### src/rtl/minterm_pkg.sv
// minterm_pkg: shared types and sizes for the minterm extractor.
package minterm_pkg;
    localparam int NVEC  = 16;
    localparam int IDX_W = 4;
    localparam int CNT_W = 5;
    localparam int SC_W  = 4;
    typedef enum logic [1:0] {IDLE, DRIVE, DONE} state_e;
endpackage

### src/rtl/minterm_extractor_popcount16.sv
// popcount16: number of set bits in a 16-bit minterm mask.
module popcount16
    import minterm_pkg::*;
(
    input  logic [NVEC-1:0]  vec_i,
    output logic [CNT_W-1:0] cnt_o
);
    always_comb begin
        cnt_o = '0;
        for (int i = 0; i < NVEC; i++) cnt_o = cnt_o + {{(CNT_W-1){1'b0}}, vec_i[i]};
    end
endmodule

### src/rtl/minterm_extractor.sv
// minterm_extractor: sweeps x,y,w,z through all 16 minterms and records
// each function output into a per-function minterm mask.
module minterm_extractor
    import minterm_pkg::*;
#(
    parameter int NOUT   = 3,
    parameter int SETTLE = 1
) (
    input  logic                   clk,
    input  logic                   rst_n,
    input  logic                   start,
    input  logic                   abort,
    input  logic [NOUT-1:0]        func_in,
    input  logic [NVEC*NOUT-1:0]   exp_mask,
    output logic                   x,
    output logic                   y,
    output logic                   w,
    output logic                   z,
    output logic                   busy,
    output logic                   done,
    output logic [NVEC*NOUT-1:0]   mask,
    output logic [CNT_W*NOUT-1:0]  count,
    output logic [NOUT-1:0]        match
);
    localparam logic [SC_W-1:0]  SC_LAST  = SC_W'(SETTLE);
    localparam logic [IDX_W-1:0] IDX_LAST = IDX_W'(NVEC - 1);

    state_e                state_q, state_d;
    logic [IDX_W-1:0]      idx_q, idx_d;
    logic [SC_W-1:0]       sc_q, sc_d;
    logic [NVEC*NOUT-1:0]  mask_q, mask_d;
    logic                  busy_q, busy_d;
    logic                  done_q, done_d;

    always_comb begin
        state_d = state_q;
        idx_d   = idx_q;
        sc_d    = sc_q;
        mask_d  = mask_q;
        busy_d  = busy_q;
        done_d  = done_q;
        case (state_q)
            DRIVE: begin
                if (abort) begin
                    state_d = IDLE;
                    idx_d   = '0;
                    sc_d    = '0;
                    mask_d  = '0;
                    busy_d  = 1'b0;
                    done_d  = 1'b0;
                end else if (sc_q == SC_LAST) begin
                    sc_d = '0;
                    for (int f = 0; f < NOUT; f++) mask_d[NVEC*f + int'(idx_q)] = func_in[f];
                    if (idx_q == IDX_LAST) begin
                        state_d = DONE;
                        busy_d  = 1'b0;
                        done_d  = 1'b1;
                    end else begin
                        idx_d = idx_q + 1'b1;
                    end
                end else begin
                    sc_d = sc_q + 1'b1;
                end
            end
            IDLE, DONE: begin
                if (start) begin
                    state_d = DRIVE;
                    idx_d   = '0;
                    sc_d    = '0;
                    mask_d  = '0;
                    busy_d  = 1'b1;
                    done_d  = 1'b0;
                end
            end
            default: state_d = IDLE;
        endcase
    end

    always_ff @(posedge clk or negedge rst_n) begin
        if (!rst_n) begin
            state_q <= IDLE;
            idx_q   <= '0;
            sc_q    <= '0;
            mask_q  <= '0;
            busy_q  <= 1'b0;
            done_q  <= 1'b0;
        end else begin
            state_q <= state_d;
            idx_q   <= idx_d;
            sc_q    <= sc_d;
            mask_q  <= mask_d;
            busy_q  <= busy_d;
            done_q  <= done_d;
        end
    end

    assign {x, y, w, z} = idx_q;
    assign busy         = busy_q;
    assign done         = done_q;
    assign mask         = mask_q;

    for (genvar g = 0; g < NOUT; g++) begin : g_fn
        popcount16 u_pc (
            .vec_i (mask_q[NVEC*g +: NVEC]),
            .cnt_o (count[CNT_W*g +: CNT_W])
        );
        assign match[g] = mask_q[NVEC*g +: NVEC] == exp_mask[NVEC*g +: NVEC];
    end
endmodule

### config.mk
export PLATFORM = sky130hd
export DESIGN_NAME = minterm_extractor
export DESIGN_NICKNAME = d
export VERILOG_FILES = /design/src/rtl/minterm_pkg.sv /design/src/rtl/minterm_extractor_popcount16.sv /design/src/rtl/minterm_extractor.sv
export SDC_FILE = /design/constraint.sdc
export NUM_CORES = 1
export LEC_CHECK = 0
export BUFFER_PORTS_ARGS = -buffer_cell sky130_fd_sc_hd__buf_4
export CORE_ASPECT_RATIO = 0.5
export CORE_MARGIN = 4
export CORE_UTILIZATION = 47
export DETAILED_ROUTE_END_ITERATION = 12
export PLACE_DENSITY_LB_ADDON = 0.12
export REMOVE_ABC_BUFFERS = 1
export SETUP_SLACK_MARGIN = 0.4
export SYNTH_ARGS = -nofsm -noshare
export SYNTH_HDL_FRONTEND = slang
export SYNTH_HIERARCHICAL = 1
export SYNTH_SLANG_ARGS = --single-unit
### constraint.sdc
create_clock -name clk -period 4.9 [get_ports clk]
set_input_delay 0.98 -clock clk [delete_from_list [all_inputs] [get_ports clk]]
set_output_delay 0.98 -clock clk [all_outputs]
set_load 0.005 [all_outputs]
== After elaboration in Yosys (flattened, before gate mapping) ==
Index checks and enable logic that the tools add are counted.
Storage, ports and cells
  logic and storage cells: 119
  register bits: 60
  input bits: 55
  output and inout bits: 72
Cells by class
  mux-type cells: 36
  eq/ne operators: 11
  order comparisons: 6
  reduce and logical (&&, ||, !) cells: 11
  $add $sub $neg: 49
Operators with widths (count)
  $add 5x1->5: 42
  $bwmux 48: 3
  $mux 48: 3
  $pmux 48 s2: 1
  $eq 16x16->1: 3
  $mux 4: 6
  $pmux 4 s2: 2
  $demux 1 s6: 2
  $mux 1: 11
  $ne 3x3->1 const B: 3
  $add 4x1->4 const B: 2
  $mux 2: 4
  $reduce_and 4->1: 2
  $add 6x4->7 const A: 1
  $ge 7x1->1 const B: 1
  $lt 4x7->1 const B: 1
  $lt 6x7->1 const B: 1
  $lt 7x7->1 const B: 1
  $add 1x1->2: 3
  $add 5x4->6 const A: 1
  $ge 6x1->1 const B: 1
  $reduce_and 3->1: 2
  $demux 1 s4: 1
  $eq 4x1->1 const B: 1
  other kinds (12): 15

== Logic depth before layout (Yosys ltp) ==
Gate-level depths: netlist (run 1).
  word-level depth: 15
  mapped depth: 12
  mapped depth without buffers: 12

== Hierarchy ==
The synthesis (run 1) kept the hierarchy.
By module, submodules not included
  minterm_extractor: instances 1, area each 3910.0 um^2, cells an instance 444
  popcount16: instances 3, area each 407.9 um^2, cells an instance 47

== Worst setup path after synthesis (run 1) ==
OpenSTA, ideal clock, no wires.
  path kind: flip-flop to output port
  from: register mask_q[16] (netlist: mask[16])
  to: output port count[9]
  required time: 3.920 ns
  arrival time: 3.261 ns
  setup slack: 0.659 ns
  cell stages (with the launch flop): 12
  path buffers: 0
  cells stage by stage: dfrtp_1 > inv_1 > fa_1 > fa_1 > fa_1 > fa_1 > inv_1 > ha_1 > inv_1 > fa_1 > nor2b_1 > o21a_1
On the way
  longest elaborated chain between the ends: 15
Ends and longest elaborated chain
  from (decl): line minterm_extractor.sv:31  | logic [NVEC*NOUT-1:0] mask_q, mask_d;
  from (signal assigned): line minterm_extractor.sv:91  | mask_q <= mask_d;
  $add 1x1->2: line minterm_extractor_popcount16.sv:10  | for (int i = 0; i < NVEC; i++) cnt_o = cnt_o + {{(CNT_W-1){1'b0}}, vec_i[i]};
  $add 5x1->5 (14 in a row): line minterm_extractor_popcount16.sv:10
  to (decl): line minterm_extractor.sv:22  | output logic [CNT_W*NOUT-1:0] count,
Every way passes these cells.

== Final worst setup path (run 1) ==
  from: register mask_q[19] (netlist: mask[19])
  to: output port count[9]
On the way
  longest elaborated chain between the ends: 13
Ends and longest elaborated chain (line)
  $add 5x1->5 (13 in a row): minterm_extractor_popcount16.sv:10
Every way passes these cells.

==> impl_metrics.csv, run 1 <==
group,metric,value,unit
final_layout,final_net_count,822,
synthesis,synth_top_family_by_area,"simple AND/OR/NAND/NOR gates",
die,boundaryPins,127,
sta,slew_viol_final,0,
sta,worst_pin_slew,1040,ps
die,initial_core_util,49.2,%
sta,period_minus_slack,4730,ps
power,p_leak,2.91,nW
sta,slew_headroom,30.7,%
worst_setup_path,path_common_cell,"fa_2",
synthesis,ys_seq_elements,60,
die,dieWidth,156,um
clock_tree,cts_tree,"done",
power,powerDensity,230,nW/um^2
final_layout,synthToLayoutAreaGrowth,31.5,%
worst_setup_path,crit_arrival,3750,ps
synthesis,syn_avg_cell_area,8.78,sq um
final_layout,fin_cells,861,
place,post-dp-hpwl,11600,um
die,rows,26,
routing,drtAntennaViolNets,0,
die,dieArea,12800,sq um
worst_setup_path,cp_max_fo,2,
clock_tree,clkLatencyLatePin,330,ps
sta,finalSetupTns,0,ps
global_routing,overflow,0,
worst_setup_path,start_kind,"flip-flop",
routing,drc,0,
routing,drt_wl_total,16100,um
synthesis,synth_cell_types,38,
worst_setup_path,path_cells,"inv_2 -> fa_1 -> fa_2 -> fa_2 -> fa_2 -> inv_2 -> ha_4 -> inv_2 -> fa_2 -> nor2b_1 -> o21a_1 -> buf_4",
synthesis,yosysTopAreaCell,"dfrtp_1",
place,dp.cells,826,
clock_tree,htree_num_levels,3,
clock_tree,clkSinkCount,60,
clock_tree,cts_buffer_depth,2,
sta,finClkSkew,7.32,ps
min_path,hold_path.class,"reg -> reg",
power,ir_worst_vdd,0.187,mV
global_routing,grt_usage,25.9,%
synthesis,yosysTopAreaCellShare,29.2,%
sta,hold_viol_final,0,
synthesis,synth_compound_area_share,11.1,%
final_layout,seq_area,1510,sq um
place,gp_congestion,0.861,
worst_setup_path,path_class,"reg -> out",
global_routing,grt_pass1_wl,25700,um
synthesis,synth_xor_area_share,9.21,%
clock_tree,root_buffer,"clkbuf_16",
worst_setup_path,required,3920,ps
synthesis,synth-edff-count,0,
die,die_y,81.9,um
synthesis,syn_inst,585,
routing,num_vias,4818,
routing,drt_pass1_iterations,5,
synthesis,synth.most_common_cell,"inv_1",
synthesis,synthAdderAreaFrac,16.8,%
routing,vias_per_cell,5.60,
sta,min_period_over_period,96.6,%
worst_setup_path,slowest_stage,"fa_2",
synthesis,syn_area,5130,sq um
routing,wl_per_cell,18.7,um
synthesis,yosys_warnings,6,
synthesis,ys_async_sr_fraction,100,%
synthesis,synth_flop_cell,"dfrtp_1",
synthesis,ys_seq_area_share,29.2,%
final_layout,antenna_cells,0,
place,io_buffers,126,
global_routing,antenna_found_initial,0,
sta,grt_setup_unrepaired,"yes",
global_routing,grt_pass1_vias,4683,
power,total_power,1.55,mW
place,dpl-instance-area,6220,sq um
synthesis,synth.area.mux_share,0,%
sta,fmax,211,MHz
worst_setup_path,cp-end-kind,"output port",
worst_setup_path,critical-path-max-stage-delay,560,ps
routing,drtIter0Drc,383,
clock_tree,cts_buffers,9,
final_layout,drive_gt1_share,32.0,%
synthesis,synthSimpleGateAreaFrac,21.2,%
job,maxCapViolations,0,
final_layout,multi_input_area,3080,sq um
global_routing,grt_max_degree,61,
outcome,status,"finished, final reports clean",
clock_tree,cts_hold_buf,0,
final_layout,n_fill_cell,944,
clock_tree,clk_pin_slew,60,ps
sta,setup_viol,0,
synthesis,synthTopCellsByArea,"dfrtp_1 (29%), fa_1 (12%), inv_1 (9.4%), xnor2_1 (9.2%), nand4_1 (7.3%)",
synthesis,synth.top_cells.by_count,"inv_1 (128), nand3_1 (67), dfrtp_1 (60), nand4_1 (60), xnor2_1 (54)",
die,core,10400,sq um
final_layout,fin_area,6750,sq um
[kinds of logic (layout without fill, tap and decap cells)]
family,count (synthesis),count (layout)
compound gates,75,75
buf+inv,167,303
flops,60,60
simple gates,178,178
fa+ha+maj,51,51
xor+xnor,54,54
[through the flow]
stage          worst slack [ps]  hold slack (ps)  utilization (%)
2_1_floorplan               343              469                -
3_3_place_gp                447              515             59.6
3_5_place_dp                409              520             59.6
4_1_cts                     189              527             64.2
5_1_grt                    64.0              566             64.6
6_report                    168              523             64.6
[worst paths after layout]
path | start | endpoint | slack, ps | depth (start not counted)
max | mask[19] | count[9] | 170 | 12
min | sc_q[3] | sc_q[3] | 520 | 1
max reg2reg | sc_q[1] | mask[21] | 2620 | 6
min reg2reg | sc_q[3] | sc_q[3] | 520 | 1
max in group asynchronous | rst_n | mask[29] | 3570 | 1
min in group asynchronous | rst_n | sc_q[1] | 720 | 1
[layout by cell type (no fill, tap or decap), drive strengths merged]
master     n
a21o       3
and3       4
a2111oi    1
or4b       2
o311ai     2
nand2b     2
inv      128
o211ai    49
nand4b     2
o21a       3
bufinv     1
or2        1
o22ai      1
a22oi      1
clkbuf     9
a21oi      4
nand3b     9
nor4       3
o31ai      4
or3b       4
and4b      1
dfrtp     60
fa        30
nand2      3
nor2b      4
nand3     67
a31oi      2
xnor2     54
nor3b      6
and3b      8
buf      159
clkinv     6
o21ai      3
nand4     60
a41oi      2
or4        2
ha        21
[where the power goes]
group          switching, mW  internal [mW]
combinational          0.243          0.142
sequential            0.0212          0.513
clock                  0.239          0.391
total                  0.503           1.05
[state kept, by name, summed over array words and instances, names as in the netlist]
register,cells
state_q,2
done,1
busy,1
sc_q,4
idx_q,4
mask,48
[critical path, delay by kind of cell, from the launching register on]
family	cells	cell delay, ps
and+or+nand+nor	1	120
adders and majority gates	6	2490
DFF	1	410
AOI/OAI and AO/OA	1	120
buffers and inverters	4	280
[timing repair]
item / in CTS / in global routing
endpoints found under the setup margin: 12 / 12
setup buffers: 16 / 3
gates resized for setup: 42 / 7
pin swaps: 22 / 12
[cell type report]
| cell class | instances | share of cell area (%) |
|---|---|---|
| Tap cell | 140 | 2.60 |
| Multi-Input combinational cell | 358 | 45.7 |
| Clock inverter | 7 | 1.00 |
| Inverter | 128 | 7.12 |
| Clock buffer | 9 | 3.34 |
| Sequential cell | 60 | 22.4 |
| Timing Repair Buffer | 159 | 17.9 |
[routing by layer]
metal	share of wire (%)	routed length, um	global-route usage, %	up-vias
met5	0	0	0	-
li1	-	-	-	2276
met4	1.5	235	6.20	0
met1	47	7580	38.3	2309
met2	43	6840	38.4	214
met3	8.8	1410	5.84	19
Note: power is estimated with default switching activity, not from simulation.
==> run 2: changes to the inputs <==
--- a/config.mk
+++ b/config.mk
@@ -9,6 +9,7 @@
 export CORE_ASPECT_RATIO = 0.5
 export CORE_MARGIN = 4
 export CORE_UTILIZATION = 47
+export CTS_BUF_LIST = sky130_fd_sc_hd__clkbuf_8
 export DETAILED_ROUTE_END_ITERATION = 12
 export PLACE_DENSITY_LB_ADDON = 0.12
 export REMOVE_ABC_BUFFERS = 1
==> run 2 against run 1 <==
Against the previous run: sequential cell count unchanged; utilization decreased by 1.0 points; cell area decreased by 1.6%; largest power group is now sequential cells; highest routed layer unchanged.
==> impl_metrics.csv, run 2 (synthesis results as in run 1) <==
group,metric,value,unit
outcome,status,"finished, final reports clean",
final_layout,final_cell_mix,"buf_4 (155), inv_1 (107), nand3_1 (67)",
worst_setup_path,required,3920,ps
routing,drt_pass1_iterations,4,
global_routing,antenna_found_initial,0,
worst_setup_path,cp_max_fo,2,
final_layout,synthToLayoutAreaGrowth,29.3,%
die,initial_core_util,49.2,%
global_routing,overflow,0,
clock_tree,cts_tree,"done",
worst_setup_path,path_class,"reg -> out",
sta,slew_viol_final,0,
sta,min_period_over_period,96.5,%
worst_setup_path,crit_arrival,3750,ps
routing,drc,0,
place,dp.cells,826,
sta,hold_viol_final,0,
worst_setup_path,start_kind,"flip-flop",
clock_tree,cts_buffer_depth,2,
sta,period_minus_slack,4730,ps
final_layout,fin_cells,860,
worst_setup_path,cp-end-kind,"output port",
sta,grt_setup_unrepaired,"yes",
die,dieWidth,156,um
job,maxCapViolations,0,
final_layout,final_net_count,821,
final_layout,fin_util,63.6,%
min_path,hold_path.class,"reg -> reg",
die,rows,26,
final_layout,largest_register_ffs,48,
place,io_buffers,126,
routing,wl_per_cell,18.7,um
place,post-dp-hpwl,11600,um
power,p_leak,2.86,nW
routing,drt_wl_total,16100,um
die,dieArea,12800,sq um
final_layout,n_fill_cell,957,
place,gp_congestion,0.861,
global_routing,grt_pass1_vias,4714,
clock_tree,root_buffer,"clkbuf_8",
global_routing,grt_usage,25.9,%
clock_tree,clkSinkCount,60,
routing,num_vias,4852,
final_layout,drive_gt1_share,32.2,%
clock_tree,clkLatencyLatePin,350,ps
sta,finalSetupTns,0,ps
die,boundaryPins,127,
die,die_y,81.9,um
final_layout,antenna_cells,0,
sta,fmax,211,MHz
clock_tree,htree_num_levels,3,
final_layout,final_common_cell,"buf_4",
worst_setup_path,reg2reg_slack,2590,ps
sta,slew_headroom,31.1,%
sta,finClkSkew,8.46,ps
routing,drtIter0Drc,370,
routing,drtAntennaViolNets,0,
sta,setup_viol,0,
clock_tree,cts_buffers,9,
power,powerDensity,206,nW/um^2
die,core,10400,sq um
global_routing,grt_max_degree,61,
routing,vias_per_cell,5.64,
sta,worst_pin_slew,1030,ps
clock_tree,clk_pin_slew,70,ps
global_routing,grt_pass1_wl,25800,um
power,ir_worst_vdd,0.155,mV
[run 2: cell count changes in the layout (fill, tap and decap cells not counted), sizes merged]
cell  before  now
buf      159  158
[run 2: final timing paths]
path,from,end,cells after the start
worst max-delay path,mask[11],count[4],12
worst min-delay path,sc_q[3],sc_q[3],1
worst max register to register,sc_q[1],mask[21],6
worst min register to register,sc_q[3],sc_q[3],1
max in group asynchronous,rst_n,mask[13],1
min in group asynchronous,rst_n,sc_q[3],1
[run 2: through the flow]
step	hold WS (ps)	setup slack, ps	power [mW]	cell area [sq um]
finish	527	171	1.37	6640
global route	569	39.8	1.44	6640
CTS	530	160	1.36	6610
detailed placement	520	409	0.905	6220
global placement	515	447	0.904	6220
floorplan	469	343	0.737	4980
[run 2: cell type report]
type	count	area, sq um	area share, %
clock buffer	9	124	1.87
sequential	60	1510	22.8
timing repair buffer	158	1200	18.0
tap	140	175	2.64
clock inverter	7	67.6	1.02
multi-input combinational	358	3080	46.4
inverter	128	480	7.24
[run 2: repair_timing]
item / in CTS / in global routing
hold buffers: 0 / 0
endpoints found under the setup margin: 12 / 12
gates resized for setup: 42 / 9
buffers inserted: 16 / 2
pin swaps: 21 / 11
cloned: 0 / 0
[run 2: where the power goes]
part           switching (mW)  internal [mW]
sequential             0.0215          0.512
clock                   0.219          0.233
combinational           0.244          0.141
[run 2: worst max-delay path, stage by stage (launching register included)]
cell and delay, ps:
dfrtp_1 430, inv_2 60, fa_1 560, fa_1 440, fa_1 510, fa_1 400, inv_1 70, ha_2 180
inv_2 40, fa_2 360, nor2b_1 140, o21a_1 120, buf_4 100
[run 2: metal layers]
| metal | wire length, um | GRT usage (%) | up-vias |
|---|---|---|---|
| met1 | 7900 | 38.7 | 2361 |
| met4 | 167 | 5.50 | 0 |
| met5 | 0 | 0 | - |
| met2 | 6920 | 38.9 | 199 |
| met3 | 1120 | 5.26 | 16 |
| li1 | - | - | 2276 |
==> run 3: changes to the inputs <==
--- a/config.mk
+++ b/config.mk
@@ -5,6 +5,7 @@
 export SDC_FILE = /design/constraint.sdc
 export NUM_CORES = 1
 export LEC_CHECK = 0
+export ABC_AREA = 1
 export BUFFER_PORTS_ARGS = -buffer_cell sky130_fd_sc_hd__buf_4
 export CORE_ASPECT_RATIO = 0.5
 export CORE_MARGIN = 4
==> run 3 against run 2 <==
Against the previous run: utilization up 2.2 points; clock-buffer cell count up 1; power up 30%; register-to-register slack worse by 30 ps; largest power group is now combinational logic; highest routed layer unchanged.
==> impl_metrics.csv, run 3 <==
group,metric,value,unit
power,powerDensity,276,nW/um^2
synthesis,ys_async_sr_fraction,100,%
routing,num_vias,4692,
global_routing,grt_usage,24.0,%
clock_tree,cts_buffer_depth,2,
global_routing,grt_pass1_wl,23100,um
die,die_y,80.1,um
worst_setup_path,crit_start,"mask[33]",
place,dp.cells,938,
synthesis,synth.top_cells.by_count,"nand2_1 (253), inv_1 (153), nand3_1 (68)",
worst_setup_path,rr_endpoint,"mask[31]",
synthesis,yosys_warnings,6,
final_layout,seq_area,1510,sq um
job,maxCapViolations,0,
routing,vias_per_cell,4.78,
die,rows,25,
final_layout,synthToLayoutAreaGrowth,31.8,%
routing,drt_wl_total,14100,um
clock_tree,root_buffer,"clkbuf_8",
synthesis,synth_flop_cell,"dfrtp_1",
synthesis,synthTopCellsByArea,"dfrtp_1 (31%), nand2_1 (19%), fa_1 (12%), inv_1 (12%), nand3_1 (7.0%)",
final_layout,final_cell_mix,"nand2_1 (253), buf_4 (152), inv_1 (138)",
final_layout,multi_input_area,2800,sq um
final_layout,final_net_count,948,
worst_setup_path,path_class,"reg -> out",
sta,fmax,215,MHz
synthesis,synth.most_common_cell,"nand2_1",
power,p_leak,3.59,nW
synthesis,yosysTopAreaCell,"dfrtp_1",
place,io_buffers,126,
clock_tree,cts_hold_buf,0,
worst_setup_path,reg2reg_slack,2560,ps
sta,slew_headroom,24.6,%
final_layout,drive_gt1_share,25.2,%
worst_setup_path,cp-end-kind,"output port",
die,boundaryPins,127,
sta,finClkSkew,9.31,ps
outcome,status,"finished, final reports clean",
routing,drtAntennaViolNets,0,
sta,slew_viol_final,0,
worst_setup_path,required,3920,ps
clock_tree,cts_tree,"done",
routing,wl_per_cell,14.4,um
synthesis,yosysTopAreaCellShare,30.7,%
power,ir_worst_vdd,0.193,mV
synthesis,ys_seq_elements,60,
clock_tree,clkLatencyLatePin,340,ps
worst_setup_path,r2r-start,"state_q[0]",
routing,drtIter0Drc,312,
final_layout,final_common_cell,"nand2_1",
die,initial_core_util,49.9,%
worst_setup_path,worstSetupEndpoint,"count[11]",
routing,drt_pass1_iterations,5,
power,total_power,1.78,mW
final_layout,largest_register_ffs,48,
min_path,hold_path.class,"reg -> reg",
sta,min_period_over_period,94.7,%
clock_tree,cts_buffers,9,
final_layout,antenna_cells,0,
sta,hold_viol_final,0,
die,dieWidth,152,um
place,gp_congestion,0.860,
global_routing,overflow,0,
worst_setup_path,crit_arrival,3660,ps
worst_setup_path,reg2regPathDepth,8,
synthesis,synth-edff-count,0,
sta,period_minus_slack,4640,ps
worst_setup_path,cp_max_fo,2,
sta,finalSetupTns,0,ps
sta,setup_viol,0,
global_routing,antenna_found_initial,0,
global_routing,grt_pass1_vias,4590,
final_layout,fin_util,65.8,%
final_layout,n_fill_cell,927,
global_routing,grt_max_degree,66,
final_layout,fin_cells,981,
synthesis,ys_seq_area_share,30.7,%
synthesis,synth_cell_types,21,
routing,drc,0,
place,post-dp-hpwl,10700,um
clock_tree,clk_pin_slew,70,ps
die,dieArea,12200,sq um
sta,grt_setup_unrepaired,"yes",
sta,worst_pin_slew,1130,ps
min_path,hold_path_depth,2,
synthesis,syn_area,4890,sq um
clock_tree,clkSinkCount,60,
synthesis,syn_inst,688,
die,core,9790,sq um
clock_tree,htree_num_levels,3,
synthesis,syn_avg_cell_area,7.11,sq um
worst_setup_path,start_kind,"flip-flop",
-- run 3: kinds of logic (layout without fill, tap and decap cells) --
kind of cell	after synthesis	after routing	share of synthesized area [%]
AOI/OAI and AO/OA	14	14	1.64
adders and majority gates	51	51	17.7
xor gates and xnor gates	35	35	6.27
DFF	60	60	30.7
and+or+nand+nor	358	358	29.7
buffers and inverters	170	328	14.0
-- run 3: area by class of cell --
| cell class | count | area share [%] |
|---|---|---|
| Clock buffer | 10 | 2.14 |
| Clock inverter | 5 | 0.835 |
| Inverter | 157 | 9.15 |
| Multi-Input combinational cell | 458 | 43.5 |
| Sequential cell | 60 | 23.4 |
| Tap cell | 135 | 2.62 |
| Timing Repair Buffer | 156 | 18.4 |
-- run 3: where the power goes --
part / internal, mW / switching [mW] / leakage (nW)
Clock: 0.243 / 0.202 / 0.0956
Combinational: 0.273 / 0.477 / 2.67
Sequential: 0.536 / 0.0449 / 0.825
-- run 3: timing repair --
item                                    4_1_cts  5_1_grt
endpoints found under the setup margin       12       12
resized for setup                            27       15
pin swaps                                    16       18
buffers inserted                             26        2
-- run 3: worst min-delay path by stage --
| stage | from | to | slack, ps |
|---|---|---|---|
| after detailed placement | busy | busy | 460 |
| after floorplan | busy | busy | 470 |
| after global placement | busy | busy | 460 |
| after global routing | busy | busy | 530 |
| after CTS | busy | busy | 480 |
| final | busy | busy | 480 |
-- run 3: per-layer routing --
layer  GRT usage, %  vias to the layer above  wire length, um
met1           36.4                     2189             7250
met4           5.11                        0              146
li1               -                     2336                -
met5              0                        -                0
met2           35.7                      150             5760
met3           4.57                       17              932
-- run 3: critical path, stage by stage, from the launching register on --
cell and delay, ps:
dfrtp_1 400, inv_1 70, fa_1 430, fa_1 520, fa_1 540, fa_1 430, inv_2 80, ha_4 130
inv_2 40, fa_2 530, inv_2 40, buf_6 100
-- run 3: metrics by stage --
stage               hold WS (ps)  area [sq um]  worst slack, ps
finish                       479          6440              258
global route                 527          6440              141
CTS                          479          6360              219
detailed placement           462          5920              433
global placement             458          5920              533
floorplan                    465          4790              698
